## config.mk

```make
export PLATFORM = sky130hd
export DESIGN_NAME = prefetch_mem_queue
export DESIGN_NICKNAME = d
export VERILOG_FILES = /design/src/rtl/prefetch_mem_queue.sv
export SDC_FILE = /design/constraint.sdc
export NUM_CORES = 1
export LEC_CHECK = 0
export CORE_AREA = 2 2 277 169
export DETAILED_ROUTE_END_ITERATION = 10
export DIE_AREA = 0 0 279 171
export GPL_ROUTABILITY_DRIVEN = 1
export PLACE_DENSITY_LB_ADDON = 0.05
export REMOVE_ABC_BUFFERS = 1
export SETUP_SLACK_MARGIN = 0.4
export SYNTH_ARGS = -nofsm -noshare
export SYNTH_HDL_FRONTEND = slang
export SYNTH_SLANG_ARGS = --single-unit
```

## constraint.sdc

```tcl
create_clock -name clk -period 5.55 [get_ports clk]
set_clock_uncertainty 0.05 [all_clocks]
set_input_delay 0.555 -clock clk [delete_from_list [all_inputs] [get_ports clk]]
set_output_delay 0.555 -clock clk [all_outputs]
set_load 0.1 [all_outputs]
```

## src/rtl/prefetch_mem_queue.sv

```systemverilog
// prefetch_mem_queue: in-order request FIFO between the correlation prefetcher and main memory.
// Coalesces duplicate reads and issues one request at a time. Define PFQ_TIMEOUT_EN for the response timeout.

package pfq_pkg;

  typedef struct packed {
    logic        valid;
    logic [31:0] addr;
    logic [31:0] data;
    logic [3:0]  do_read;
    logic [3:0]  do_write;
  } memory_io_req32;

  typedef struct packed {
    logic        valid;
    logic [31:0] addr;
    logic [31:0] data;
  } memory_io_rsp32;

  function automatic logic is_read(input memory_io_req32 r);
    return (r.do_read != '0) && (r.do_write == '0);
  endfunction

endpackage

module prefetch_mem_queue
  import pfq_pkg::*;
#(
  parameter int DEPTH          = 4,
  parameter int CNT_W          = 16,
  parameter int TIMEOUT_CYCLES = 255
) (
  input  logic                   clk,
  input  logic                   reset,
  input  memory_io_req32         up_req,
  output memory_io_rsp32         up_rsp,
  output memory_io_req32         mem_req,
  input  memory_io_rsp32         mem_rsp,
  output logic                   full,
  output logic                   empty,
  output logic [$clog2(DEPTH):0] occupancy,
  output logic [CNT_W-1:0]       drop_count,
  output logic                   timeout_err
);

  localparam int PTR_W = $clog2(DEPTH);
  localparam int OCC_W = PTR_W + 1;

  localparam logic [0:0] IDLE     = 1'b0;
  localparam logic [0:0] WAIT_RSP = 1'b1;

  if (DEPTH < 2 || (DEPTH & (DEPTH - 1)) != 0 || TIMEOUT_CYCLES < 1) begin : g_bad_cfg
    $error("prefetch_mem_queue: DEPTH must be a power of 2 >= 2 and TIMEOUT_CYCLES >= 1");
  end

  memory_io_req32   fifo_q [DEPTH];
  logic [PTR_W-1:0] wr_ptr_q, rd_ptr_q;
  logic [OCC_W-1:0] count_q;
  logic [0:0]       state_q, state_d;
  memory_io_req32   inflight_q, inflight_d;
  memory_io_req32   mem_req_q, mem_req_d;
  memory_io_rsp32   up_rsp_q, up_rsp_d;
  logic [CNT_W-1:0] drop_q, drop_d;

  logic queued_hit, inflight_hit, coalesce;
  logic pop_fifo, bypass, new_req, push, drop;
  logic rsp_match;

  // A slot is live when its distance from the read pointer (mod DEPTH) is below count.
  always_comb begin
    queued_hit = 1'b0;
    for (int j = 0; j < DEPTH; j++) begin
      if ({1'b0, PTR_W'(j) - rd_ptr_q} < count_q && is_read(fifo_q[j]) &&
          fifo_q[j].addr == up_req.addr)
        queued_hit = 1'b1;
    end
  end

  assign inflight_hit = (state_q == WAIT_RSP) && is_read(inflight_q) &&
                        (inflight_q.addr == up_req.addr);
  assign coalesce     = up_req.valid && is_read(up_req) && (queued_hit || inflight_hit);

  // An empty idle queue forwards the request straight to memory for single-cycle issue latency.
  assign pop_fifo = (state_q == IDLE) && (count_q != '0);
  assign bypass   = (state_q == IDLE) && (count_q == '0) && up_req.valid;
  assign new_req  = up_req.valid && !coalesce && !bypass;
  assign push     = new_req && ((count_q - OCC_W'(pop_fifo)) < OCC_W'(DEPTH));
  assign drop     = new_req && !push;

  assign rsp_match = mem_rsp.valid && (mem_rsp.addr == inflight_q.addr);

`ifdef PFQ_TIMEOUT_EN
  localparam int TMO_W = $clog2(TIMEOUT_CYCLES + 1);
  logic [TMO_W-1:0] tmo_cnt_q, tmo_cnt_d;
  logic             tmo_err_q, tmo_err_d;
`endif

  // NOTE: combinational blocks use blocking '=' and assign every output a default first,
  // so no latch is inferred; only always_ff blocks use '<='.
  always_comb begin
    state_d    = state_q;
    inflight_d = inflight_q;
    mem_req_d  = '0;
    up_rsp_d   = '0;
`ifdef PFQ_TIMEOUT_EN
    tmo_cnt_d  = (state_q == WAIT_RSP) ? tmo_cnt_q + 1'b1 : '0;
    tmo_err_d  = tmo_err_q;
`endif
    case (state_q)
      IDLE: begin
        if (pop_fifo) begin
          mem_req_d       = fifo_q[rd_ptr_q];
          mem_req_d.valid = 1'b1;
          inflight_d      = mem_req_d;
          state_d         = WAIT_RSP;
        end else if (bypass) begin
          mem_req_d  = up_req;
          inflight_d = up_req;
          state_d    = WAIT_RSP;
        end
      end
      WAIT_RSP: begin
        if (rsp_match) begin
          up_rsp_d       = mem_rsp;
          up_rsp_d.valid = 1'b1;
          state_d        = IDLE;
        end
`ifdef PFQ_TIMEOUT_EN
        else if (tmo_cnt_q == TMO_W'(TIMEOUT_CYCLES - 1)) begin
          up_rsp_d.valid = 1'b1;
          up_rsp_d.addr  = inflight_q.addr;
          tmo_err_d      = 1'b1;
          state_d        = IDLE;
        end
`endif
      end
      default: state_d = IDLE;
    endcase
  end

  always_comb begin
    drop_d = drop_q;
    if (drop && drop_q != '1) drop_d = drop_q + 1'b1;
  end

  // NOTE: the payload array has no reset; count and pointers alone decide which slots are live.
  always_ff @(posedge clk) begin
    if (push) fifo_q[wr_ptr_q] <= up_req;
  end

  always_ff @(posedge clk or negedge reset) begin
    if (!reset) begin
      wr_ptr_q   <= '0;
      rd_ptr_q   <= '0;
      count_q    <= '0;
      state_q    <= IDLE;
      inflight_q <= '0;
      mem_req_q  <= '0;
      up_rsp_q   <= '0;
      drop_q     <= '0;
    end else begin
      if (push)     wr_ptr_q <= wr_ptr_q + 1'b1;
      if (pop_fifo) rd_ptr_q <= rd_ptr_q + 1'b1;
      count_q    <= count_q + OCC_W'(push) - OCC_W'(pop_fifo);
      state_q    <= state_d;
      inflight_q <= inflight_d;
      mem_req_q  <= mem_req_d;
      up_rsp_q   <= up_rsp_d;
      drop_q     <= drop_d;
    end
  end

`ifdef PFQ_TIMEOUT_EN
  always_ff @(posedge clk or negedge reset) begin
    if (!reset) begin
      tmo_cnt_q <= '0;
      tmo_err_q <= 1'b0;
    end else begin
      tmo_cnt_q <= tmo_cnt_d;
      tmo_err_q <= tmo_err_d;
    end
  end
  assign timeout_err = tmo_err_q;
`else
  assign timeout_err = 1'b0;
`endif

  assign up_rsp     = up_rsp_q;
  assign mem_req    = mem_req_q;
  assign occupancy  = count_q;
  assign drop_count = drop_q;
  assign full       = (count_q == OCC_W'(DEPTH));
  assign empty      = (count_q == '0) && (state_q == IDLE);

endmodule
```

==> flow_summary.yaml, run 1 <==
clock_tree:
  ctsRootBufferMaster: "clkbuf_16"
  htree_levels: 2
  hold_buffers: 0
  post_cts_buffers: 0
  ctsResizeCount: 0
  cts_tree: "yes"
  cts-buffers-inserted: 47
  insertion_delay_ns: 0.57
  clock_sinks: 490
  path_clk_slew_ns: 0.06
  max-clock-path-buffers: 3
power:
  p_leak_nw: 9.63
  swShare: 0.281
  internal_power_mw: 6.51
  power_density_nw_per_um2: 359
  sequentialPowerShare: 0.492
  irDropWorstVdd_mv: 0.233
  power_frac_comb: 0.162
  clock_power_share: 0.346
  power_switching_mw: 2.55
synth:
  synth-seq-area-share: 0.680
  synth_top_area_frac: 0.429
  synthTopCellsByArea: "edfxtp_1 (43%), dfrtp_1 (25%), mux4_2 (8.0%)"
  synth_largest_area_cell: "edfxtp_1"
  ys_types: 38
  ys_warn_count: 0
  avgSynthCellArea_um2: 15.8
  ys.flop_type: "edfxtp_1"
  async_flop_share: 0.412
  synth_edf_count: 288
  synth_cells: 1275
  yosys_register_bits: 490
  synth.cell_area_um2: 20200
sta:
  max_freq_mhz: 234
  rsz0062_at_grt: "false"
  slew_violations: 0
  setup_viol: 0
  setup_tns_ns: 0
  relSlewSlack: 0.268
  layout_min_cycle_time_ns: 4.27
  fin_ws_ns: 1.28
  tightest_slew_ns: 1.09
  fin_crit_sh: 0.769
  final_hold_viol_count: 0
  finalHoldWorstSlack_ns: 0.430
drt:
  first_pass_iters: 5
  drtIter0Drc: 941
  wl_per_cell_um: 24.8
  drc_errors: 0
  dr_total_vias: 11800
  ant_nets: 0
  postRouteWirelength_um: 54300
  vias_per_cell: 5.38
worst_setup_path:
  startpoint_type: "primary input"
  cp_data_required_time_ns: 5.97
  reg2reg_slack_ns: 1.63
  endpoint_kind: "flip-flop"
  crit_fanout: 10
  critPathKind: "in2reg"
  critPathArrivalTime_ns: 4.69
cells_and_area:
  syn2layout_area_growth_pct: 25.2
  fillCellCount: 3687
  final_cell_mix: "clkdlybuf4s50_1 (297), edfxtp_1 (288), dfrtp_1 (200)"
  final_nets: 1707
  drive_gt1_frac: 0.105
  seq_area_um2: 13700
  multi_input_area_um2: 6080
  final_common_cell: "clkdlybuf4s50_1"
  final_area_um2: 25200
grt:
  grt_pass1_vias: 12000
  antenna_found_initial: 2
  grtUsageTotal: 0.230
  grt_remaining_overflow: 0
  grt_pass1_wl_um: 80200
  grt_start_max_net_pins: 104
place:
  routabilityCongestion: 0.871
  dpl_worst_slack_ns: 0.939
  io_buffers: 298
  place_hpwl_um: 36700
  post_dp_cell_area_um2: 23700
die:
  die_y_um: 171
  die_area_um2: 47700
  start_util: 0.442
  core_area_um2: 45600
  die-width_um: 279
  row_count: 61
  ioPinCount: 300
job:
  cap_violations: 0
run_status:
  outcome: "finished clean"
min_path:
  hold_class: "reg2reg"
## logic make-up after synthesis
logic type,Yosys count,share of synthesized area
flip-flops,490,0.680
AND/OR/NAND/NOR,264,0.0710
XOR/XNOR,212,0.0921
AO/OA/AOI/OAI,127,0.0461
buffers and inverters,94,0.0210
multiplexers,75,0.0821
adder cells (fa/ha/maj),12,0.00782
other,1,0.000186
## layout make-up
class | instances | area share
clock buffers | 68 | 0.0530
repair buffers | 316 | 0.126
clock inverters | 19 | 0.00555
diodes | 1 | 0.0000992
flip-flops and latches | 490 | 0.543
multi-input cells | 691 | 0.241
inverters | 9 | 0.00134
well taps | 598 | 0.0296
## routing by layer
layer | global-route usage | part of all wire | vias to the layer above | wire [um]
met5 | 0 | 0.00022 | - | 12
met4 | 0.0432 | 0.014 | 2 | 769
met3 | 0.0718 | 0.088 | 67 | 4780
met2 | 0.325 | 0.43 | 383 | 23200
met1 | 0.349 | 0.47 | 6088 | 25500
li1 | - | - | 5247 | -
## worst max-delay path: stages
cell,delay (ns)
clkdlybuf4s50_1,0.77
xor2_1,0.26
nor4_1,0.54
nand3_1,0.16
nor3_1,0.61
nand4_1,0.31
a41oi_4,0.33
nor2_2,0.12
inv_1,0.07
ha_1,0.11
inv_1,0.04
ha_1,0.18
fa_1,0.42
xnor2_1,0.19
## cell usage after synthesis (19+ instances only)
| master | count |
|---|---|
| clkbuf_1 | 34 |
| nand2_1 | 70 |
| nand4_1 | 28 |
| nand3_1 | 19 |
| xnor2_1 | 99 |
| a21o_1 | 41 |
| dfrtp_1 | 202 |
| a21oi_1 | 36 |
| mux4_2 | 72 |
| xor2_1 | 113 |
| buf_2 | 45 |
| a22o_1 | 40 |
| nor4_1 | 44 |
| edfxtp_1 | 288 |
| and2_1 | 69 |
## flip-flops by register name, indices dropped and copies added, names as in the netlist
register	flops
up_rsp	65
rd_ptr_q	2
occupancy	3
fifo_q	288
mem_req	73
wr_ptr_q	2
drop_count	16
state_q	1
inflight_q	40
## per-stage QoR
| step | power [mW] | std cells | utilization |
|---|---|---|---|
| CTS | 9.13 | 2190 | 0.554 |
| global placement | 5.98 | 2103 | 0.521 |
| global route | 9.41 | 2192 | 0.554 |
| finish | 9.05 | 2192 | 0.554 |
| floorplan | 5.34 | 1190 | - |
| detailed placement | 6.00 | 2103 | 0.521 |
## worst paths after layout
path,from,endpoint,depth (start not counted)
setup / recovery,up_req[54],occupancy[2],14
hold / removal,inflight_q[7],inflight_q[7],1
setup reg to reg,rd_ptr_q[0],fifo_q[2][3],10
hold reg to reg,inflight_q[7],inflight_q[7],1
max in group asynchronous,reset,mem_req[11],3
min in group asynchronous,reset,up_rsp[42],2
## power by group through the flow
stage	clock network (mW)	logic (mW)	registers, mW
after global placement	0	1.47	4.52
after global routing	3.35	1.57	4.48
after floorplan	0	0.620	4.72
after detailed placement	0	1.47	4.53
final	3.13	1.46	4.45
after CTS	3.20	1.48	4.45
Note: power is estimated with default switching activity, not from simulation.
==> run 2, diff against run 1 <==
- clock period: 5.55 -> 3.7 ns (I/O delays scaled with it)
==> run 2 against run 1 <==
Worst hold slack lost 0.13 ns; global-route usage grew 0.53 points; register-to-register slack got worse by 1.1 ns; routed wire length is 2.5% higher.
==> flow_summary.yaml, run 2 (synthesis gave the netlist of run 1 again) <==
cells_and_area:
  final_common_cell: "clkdlybuf4s50_1"
  final_util: 0.571
  drive_gt1_frac: 0.147
  final_area_um2: 26000
  seq_area_um2: 13700
  final_nets: 1784
  final_cell_mix: "clkdlybuf4s50_1 (295), edfxtp_1 (288), dfrtp_1 (200)"
  fillCellCount: 3677
  top_register: "fifo_q"
  syn2layout_area_growth_pct: 29.1
  largest_reg_flops: 288
  multi_input_area_um2: 6110
power:
  power_density_nw_per_um2: 529
  irDropWorstVdd_mv: 0.315
  p_total_mw: 13.8
  p_leak_nw: 10.1
worst_setup_path:
  r2r-start: "fifo_q[1][69]"
  cp_data_required_time_ns: 4.10
  crit_fanout: 2
  critPathArrivalTime_ns: 3.61
  startpoint_type: "flip-flop"
  reg2reg_depth: 13
  reg2reg_slack_ns: 0.49
  worstSetupStartpoint: "fifo_q[1][69]"
  endpoint_kind: "flip-flop"
  critPathCapture: "occupancy[2]"
  critPathKind: "reg2reg"
  r2r_end: "occupancy[2]"
sta:
  tightest_slew_ns: 1.04
  finalHoldWorstSlack_ns: 0.302
  final_hold_viol_count: 0
  fin_crit_sh: 0.869
  layout_min_cycle_time_ns: 3.21
  slew_violations: 0
  setup_viol: 0
  relSlewSlack: 0.305
  max_freq_mhz: 311
  rsz0062_at_grt: "false"
drt:
  postRouteWirelength_um: 55700
  dr_total_vias: 12100
  first_pass_iters: 5
  drc_errors: 0
  wl_per_cell_um: 24.5
  drtIter0Drc: 1207
  vias_per_cell: 5.32
  ant_nets: 0
clock_tree:
  clock_sinks: 490
  ctsRootBufferMaster: "clkbuf_16"
  path_clk_slew_ns: 0.06
  cts_tree: "yes"
  htree_levels: 2
  cts-buffers-inserted: 46
  insertion_delay_ns: 0.57
  post_cts_buffers: 0
  max-clock-path-buffers: 3
place:
  place_hpwl_um: 38700
  post_dp_cell_area_um2: 24500
  io_buffers: 298
  routabilityCongestion: 0.908
run_status:
  outcome: "finished clean"
die:
  core_area_um2: 45600
  die-width_um: 279
  ioPinCount: 300
  row_count: 61
  start_util: 0.442
  die_y_um: 171
  die_area_um2: 47700
grt:
  grt_pass1_wl_um: 82200
  grt_start_max_net_pins: 75
  antenna_found_initial: 1
  grt_pass1_vias: 12200
  grt_remaining_overflow: 0
  grtUsageTotal: 0.235
job:
  cap_violations: 0
min_path:
  hold_class: "in2reg"
[run 2: cell types whose count changed in the layout (fill, tap and decap cells not counted), moves of 2 or more]
| cell | delta |
|---|---|
| buf_4 | +64 |
| clkbuf_8 | -3 |
| nor4_1 | -3 |
| clkinv_2 | -5 |
| nor4_2 | +3 |
| clkbuf_1 | +8 |
| clkdlybuf4s50_1 | -2 |
| buf_12 | +15 |
[run 2: area by class of cell]
class                      count  share of cell area
clock inverter                13             0.00514
clock buffer                  73              0.0510
antenna                        1           0.0000962
inverter                       9             0.00130
timing repair buffer         394               0.152
sequential                   490               0.527
tap                          598              0.0287
multi-input combinational    691               0.235
[run 2: what timing repair did]
item | CTS | global route
gates cloned | 0 | 0
setup endpoints to repair | 1 | 2
endpoints found under the hold margin | 70 | 0
hold buffers | 1 | 0
resized for setup | 1 | 7
[run 2: report_power, final]
part           leakage (nW)  total (mW)  internal, mW  switching (mW)
registers              5.36        6.64          6.37           0.265
logic                  3.98        2.45         0.898            1.55
clock network         0.708        4.68          2.67            2.01
[run 2: worst min-delay path by stage]
stage	slack, ns	cells past startpoint	from	to
6_report	0.30	2	mem_rsp[0]	up_rsp[0]
5_1_grt	0.29	2	mem_rsp[11]	up_rsp[11]
4_1_cts	0.28	2	mem_rsp[0]	up_rsp[0]
3_5_place_dp	0.35	1	reset	up_rsp[42]
3_3_place_gp	0.35	1	reset	up_rsp[42]
2_1_floorplan	0.02	0	reset	drop_count[0]
[run 2: worst max-delay path, cell delays in order, from the launching register on]
cell and delay [ns]:
edfxtp_1 0.42, xor2_1 0.20, nor4_1 0.40, o2111ai_1 0.24, nor4_1 0.44, a31oi_2 0.09, a41oi_4 0.26, nor2_2 0.06
inv_1 0.05, ha_1 0.13, inv_1 0.04, ha_1 0.18, fa_1 0.40, xnor2_1 0.13
[run 2: per-stage QoR]
stage,worst slack (ns),setup TNS (ns),std cells
finish,0.486,0,2269
global route,0.372,0,2269
CTS,0.446,0,2268
detailed placement,-0.0157,-0.0165,2181
global placement,-0.00746,-0.00746,2181
floorplan,-2.94,-953.28,1190
[run 2: routing by layer]
metal	global-route usage	up-vias	wire, um
met4	0.0449	0	770
met2	0.339	385	24100
met3	0.0664	58	4560
li1	-	5409	-
met5	0	-	0
met1	0.356	6227	26200
